File: src/rtl/psg_pkg.sv
// Constants shared between the PSG mixer and its output stages.
// The master sample width and the DAC modulation mode encoding live here.
package psg_pkg;

  localparam int MASTER_OUTPUT_BITS = 8;

  typedef enum logic {
    MODE_PWM = 1'b0,
    MODE_SDM = 1'b1
  } dac_mode_e;

endpackage

File: src/rtl/audio_dac_out_if.sv
// Sample/control bundle between the mixer side and the audio DAC output stage.
// The master drives the sample and controls, and the slave returns the modulated bit.
interface audio_dac_out_if
  import psg_pkg::*;
#(
  parameter int VALUE_BITS = MASTER_OUTPUT_BITS
);

  logic                  enable;
  logic                  mode;
  logic [VALUE_BITS-1:0] value;
  logic                  out;
  logic                  sample_strobe;

  modport master (
    output enable, mode, value,
    input  out, sample_strobe
  );

  modport slave (
    input  enable, mode, value,
    output out, sample_strobe
  );

endinterface

File: src/rtl/sigma_delta_modulator.sv
// First-order sigma-delta core. It holds the error accumulator and exposes the
// carry of acc + value, which the parent registers as the output bit.
module sigma_delta_modulator
  import psg_pkg::*;
#(
  parameter int VALUE_BITS = MASTER_OUTPUT_BITS
) (
  input  logic                  clk,
  input  logic                  rst_n,
  input  logic                  en,
  input  logic                  clr,
  input  logic [VALUE_BITS-1:0] value,
  output logic                  carry
);

  logic [VALUE_BITS-1:0] acc_q, acc_d;
  logic [VALUE_BITS:0]   sum;

  always_comb begin
    sum   = {1'b0, acc_q} + {1'b0, value};
    carry = sum[VALUE_BITS];
    acc_d = acc_q;
    if (clr) begin
      acc_d = '0;
    end else if (en) begin
      acc_d = sum[VALUE_BITS-1:0];
    end
  end

  // NOTE: state registers take non-blocking assignments so every flop samples
  // pre-edge values; blocking here would create order-dependent simulation.
  always_ff @(posedge clk or negedge rst_n) begin
    if (!rst_n) begin
      acc_q <= '0;
    end else begin
      acc_q <= acc_d;
    end
  end

endmodule

File: src/rtl/audio_dac_out.sv
// 1-bit audio output stage: period-latched PWM or first-order sigma-delta,
// selected at runtime. A mode change clears the modulators for one edge.
module audio_dac_out
  import psg_pkg::*;
#(
  parameter int VALUE_BITS = MASTER_OUTPUT_BITS
) (
  input  logic           clk,
  input  logic           rst_n,
  audio_dac_out_if.slave bus
);

  // PWM counter runs 0..MAX, giving a period of 2^VALUE_BITS - 1 cycles.
  localparam logic [VALUE_BITS-1:0] MAX = {{(VALUE_BITS-1){1'b1}}, 1'b0};

  logic [VALUE_BITS-1:0] cnt_q, cnt_d;
  logic [VALUE_BITS-1:0] hold_q, hold_d;
  dac_mode_e             mode_r_q, mode_r_d;
  logic                  out_q, out_d;
  logic                  strobe_q, strobe_d;

  logic [VALUE_BITS-1:0] sel;
  logic                  mode_change;
  logic                  sdm_en;
  logic                  sdm_clr;
  logic                  sdm_carry;

  sigma_delta_modulator #(
    .VALUE_BITS (VALUE_BITS)
  ) u_sdm (
    .clk   (clk),
    .rst_n (rst_n),
    .en    (sdm_en),
    .clr   (sdm_clr),
    .value (bus.value),
    .carry (sdm_carry)
  );

  // NOTE: every output of this block gets a default first, so no path can
  // leave a signal unassigned and infer a latch.
  always_comb begin
    cnt_d       = cnt_q;
    hold_d      = hold_q;
    out_d       = out_q;
    strobe_d    = 1'b0;
    sdm_en      = 1'b0;
    sdm_clr     = 1'b0;
    mode_r_d    = dac_mode_e'(bus.mode);
    mode_change = (dac_mode_e'(bus.mode) != mode_r_q);
    sel         = (cnt_q == '0) ? bus.value : hold_q;

    // A mode change takes priority over enable and performs no modulation step.
    if (mode_change) begin
      cnt_d   = '0;
      out_d   = 1'b0;
      sdm_clr = 1'b1;
    end else if (bus.enable) begin
      if (mode_r_q == MODE_PWM) begin
        if (cnt_q == '0) begin
          hold_d   = bus.value;
          strobe_d = 1'b1;
        end
        out_d = (sel > cnt_q);
        cnt_d = (cnt_q == MAX) ? '0 : cnt_q + VALUE_BITS'(1);
      end else begin
        sdm_en   = 1'b1;
        out_d    = sdm_carry;
        strobe_d = 1'b1;
      end
    end
  end

  always_ff @(posedge clk or negedge rst_n) begin
    if (!rst_n) begin
      cnt_q    <= '0;
      hold_q   <= '0;
      mode_r_q <= MODE_PWM;
      out_q    <= 1'b0;
      strobe_q <= 1'b0;
    end else begin
      cnt_q    <= cnt_d;
      hold_q   <= hold_d;
      mode_r_q <= mode_r_d;
      out_q    <= out_d;
      strobe_q <= strobe_d;
    end
  end

  assign bus.out           = out_q;
  assign bus.sample_strobe = strobe_q;

endmodule

File: src/flat_wrapper.sv
// flat-port wrapper written by rule: the top's interface ports become plain ports
module audio_dac_out_flat import psg_pkg::*;
#(
  parameter int VALUE_BITS = MASTER_OUTPUT_BITS
)
  (clk, rst_n, bus_enable, bus_mode, bus_value, bus_out, bus_sample_strobe);
  audio_dac_out_if #(.VALUE_BITS(VALUE_BITS)) bus_i ();
  input  logic clk;
  input  logic rst_n;
  input wire logic [$bits(bus_i.enable)-1:0] bus_enable;
  input wire logic [$bits(bus_i.mode)-1:0] bus_mode;
  input wire logic [$bits(bus_i.value)-1:0] bus_value;
  output wire logic [$bits(bus_i.out)-1:0] bus_out;
  output wire logic [$bits(bus_i.sample_strobe)-1:0] bus_sample_strobe;
  assign bus_i.enable = bus_enable;
  assign bus_i.mode = bus_mode;
  assign bus_i.value = bus_value;
  assign bus_out = bus_i.out;
  assign bus_sample_strobe = bus_i.sample_strobe;
  audio_dac_out #(.VALUE_BITS(VALUE_BITS)) u_core (.clk(clk), .rst_n(rst_n), .bus(bus_i));
endmodule
File: config.mk
export PLATFORM = sky130hd
export DESIGN_NAME = audio_dac_out_flat
export DESIGN_NICKNAME = d
export VERILOG_FILES = /design/src/rtl/psg_pkg.sv /design/src/rtl/audio_dac_out_if.sv /design/src/rtl/sigma_delta_modulator.sv /design/src/rtl/audio_dac_out.sv /design/src/flat_wrapper.sv
export SDC_FILE = /design/constraint.sdc
export NUM_CORES = 1
export LEC_CHECK = 0
export CORE_ASPECT_RATIO = 0.5
export CORE_MARGIN = 5
export CORE_UTILIZATION = 53
export DETAILED_ROUTE_END_ITERATION = 12
export GPL_TIMING_DRIVEN = 0
export PLACE_DENSITY = 0.73
export SYNTH_ARGS = -nofsm -noshare
export SYNTH_HDL_FRONTEND = slang
export SYNTH_HIERARCHICAL = 1
export SYNTH_SLANG_ARGS = --single-unit
File: constraint.sdc
create_clock -name clk -period 2.85 [get_ports clk]
set_clock_uncertainty 0.2 [all_clocks]
set_input_delay 0.855 -clock clk [delete_from_list [all_inputs] [get_ports clk]]
set_output_delay 0.855 -clock clk [all_outputs]
set_load 0.01 [all_outputs]
==> results.ini <==
[status]
outcome = finished, final reports clean

[route]
wl_um = 3810
drtIter0Drc = 40
drc_errors = 0
detail-route-antenna-nets = 0
drtPass1Iterations = 4
routedWlPerCell_um = 14.5
num_vias = 1467
via_per_inst = 5.60

[placed_design]
dp_slack_ns = -0.641
placed_cells = 257
gp_congestion = 0.828
post-dp-hpwl_um = 2900
placed_area_um2 = 2140
numPortBuffers = 13

[floorplan]
row_count = 15
initial_core_util_pct = 55.9
die_width_um = 95.6
die_h_um = 52.8
fp.coreArea_um2 = 3470
io_pins = 14
die-area_um2 = 5050

[cells_and_area]
drive_above_1_share_pct = 17.1
syn_to_final_growth_pct = 14.8
fill_cells = 289
nets = 246
final_area_um2 = 2230
instances_no_fill = 262
utilization_pct = 64.2
antennaDiodeCount = 0

[yosys]
synth_nets = 227
ys.flop_type = dfrtp_1
yosys_warnings = 6
netlist_top_cells_area = dfrtp_1 35%, ha_1 14%, mux2_4 6.2%
synth.distinct_cells = 43
yosysTopAreaCellShare_pct = 34.8
syn_area_um2 = 1940
synth_cells = 193
synth-seq-cells = 27
synth_top_cell_by_area = dfrtp_1
syn_avg_cell_area_um2 = 10.1
synth-edff-count = 0
synthArstFlopShare_pct = 100
seq_area_frac_synth_pct = 34.8

[critical_path]
crit_path_start_kind = input port
worstPathRequired_ns = 2.84
critPathKind = in -> reg
max_stage_delay_ns = 0.39
critPathCaptureType = flop
path_max_fanout = 3
cp_slowest_cell = fa_1
arrival_ns = 2.73
cp_cell_sequence = dlygate4sd2_1, ha_2, inv_1, fa_1, nand2b_1, a21oi_2, o31ai_1, o21ai_1, a31oi_1, o221ai_1

[sta]
relSlewSlack_pct = 59.2
setup_tns_ns = 0
final.period_utilization_pct = 96.2
fin_hold_ws_ns = 0.298
finalMaxSlewViolations = 0
worst_pin_slew_ns = 0.612
hold_viol = 0
min_period_ns = 2.74
max_freq_mhz = 365
setup_ws_ns = 0.108
setup_violations = 0

[cts]
cts_buffers = 3
clkLatencyLatePin_ns = 0.28
cts_hold_buf = 0
cts_tree = yes
clkSlewWorstSetupHoldPaths_ns = 0.10
clock-sinks = 27
cts_buffer_depth = 2
h-tree-depth = 1
root_buffer = clkbuf_8

[run]
cap_violations = 0

[pwr]
finalPower_mw = 1.14
p_per_area_nw_per_um2 = 509
peakVddDrop_uv = 229
leakage_nw = 0.962

[grt]
grt_max_degree = 28
grt_pass1_vias = 1488
grt-ovfl-total = 0
antenna_found_initial = 0
grt_pass1_wl_um = 6780
track_usage_pct = 17.6

[worst_hold_path]
hp-class = reg -> reg

-- layout by cell type (no fill, tap or decap), types with 7 or more instances in the layout --
| master | count |
|---|---|
| nor2_1 | 18 |
| xnor2_1 | 8 |
| inv_1 | 15 |
| ha_1 | 19 |
| o21ai_0 | 7 |
| mux2_2 | 9 |
| a21oi_1 | 7 |
| clkdlybuf4s50_1 | 9 |
| nand2_1 | 11 |
| dfrtp_1 | 27 |
| mux2_4 | 8 |
-- final timing paths --
kind / start / end / slack, ns / cells after the start
setup / recovery: bus_value[0] / u_core/bus.out / 0.11 / 10
hold / removal: u_core/u_sdm/acc_q[4] / u_core/u_sdm/acc_q[4] / 0.30 / 2
setup reg to reg: u_core/cnt_q[4] / u_core/bus.out / 0.27 / 8
hold reg to reg: u_core/u_sdm/acc_q[4] / u_core/u_sdm/acc_q[4] / 0.30 / 2
max in group asynchronous: rst_n / u_core/bus.out / 1.67 / 1
min in group asynchronous: rst_n / u_core/hold_q[7] / 0.38 / 1
-- cell usage after synthesis, types with 2 or more instances --
cell type  count
o31ai_1        2
xnor2_1        8
nor2_1        19
ha_1          21
buf_6          2
a21oi_1        8
nand2_1       11
nor3_1         5
nand2b_1       5
nand4_1        2
inv_1         15
a211oi_1       5
mux2i_1        3
dfrtp_1       27
o21ai_0        9
nand3_1        5
mux2_4         8
o211ai_1       2
mux2_2         9
nor4_1         4
-- layout make-up --
| type | instances | area [um^2] | share of cell area (%) |
|---|---|---|---|
| well taps | 51 | 63.8 | 2.86 |
| flip-flops and latches | 27 | 676 | 30.3 |
| multi-input cells | 147 | 1200 | 53.7 |
| repair buffers | 14 | 136 | 6.12 |
| clock buffers | 3 | 41.3 | 1.85 |
| inverters | 15 | 56.3 | 2.53 |
| clock inverters | 1 | 5.00 | 0.225 |
| plain buffers | 4 | 53.8 | 2.41 |
-- power by group --
| group | internal (mW) | switching (mW) | leakage (nW) |
|---|---|---|---|
| sequential | 0.447 | 0.0410 | 0.353 |
| clock | 0.0981 | 0.123 | 0.0255 |
| combinational | 0.234 | 0.192 | 0.583 |
| total | 0.779 | 0.356 | 0.962 |
-- registers in the layout (all words and copies together) (netlist names) --
register                  cells
u_core/bus.out                1
u_core/bus.sample_strobe      1
u_core/cnt_q                  8
u_core/hold_q                 8
u_core/mode_r_q               1
u_core/u_sdm/acc_q            8
-- logic make-up (layout without fill, tap and decap cells) --
| logic type | count (synthesis) | count (layout) | share of synthesized area (%) |
|---|---|---|---|
| AOI/OAI and AO/OA | 36 | 36 | 12.0 |
| and+or+nand+nor | 60 | 60 | 16.2 |
| adders and majority gates | 22 | 22 | 14.6 |
| buffers and inverters | 19 | 37 | 5.35 |
| muxes | 20 | 20 | 13.0 |
| xor gates and xnor gates | 9 | 9 | 4.06 |
| DFF | 27 | 27 | 34.8 |
-- routing by layer --
metal	wire length (um)	vias up	track usage, %
met3	114	2	3.87
met5	0	-	0
met4	22	0	2.83
met1	1860	714	23.1
li1	-	726	-
met2	1810	25	30.4
-- critical path, delay by kind of cell --
| family | cells | cell delay (ns) |
|---|---|---|
| and+or+nand+nor | 1 | 0.18 |
| AOI/OAI and AO/OA | 5 | 0.75 |
| adders and majority gates | 2 | 0.61 |
| buffers and inverters | 2 | 0.32 |
-- what timing repair did --
item	in CTS	in global routing
pin swaps	2	2
buffers inserted	1	0
setup endpoints to repair	9	2
resized for setup	10	4
Note: power is estimated with default switching activity, not from simulation.
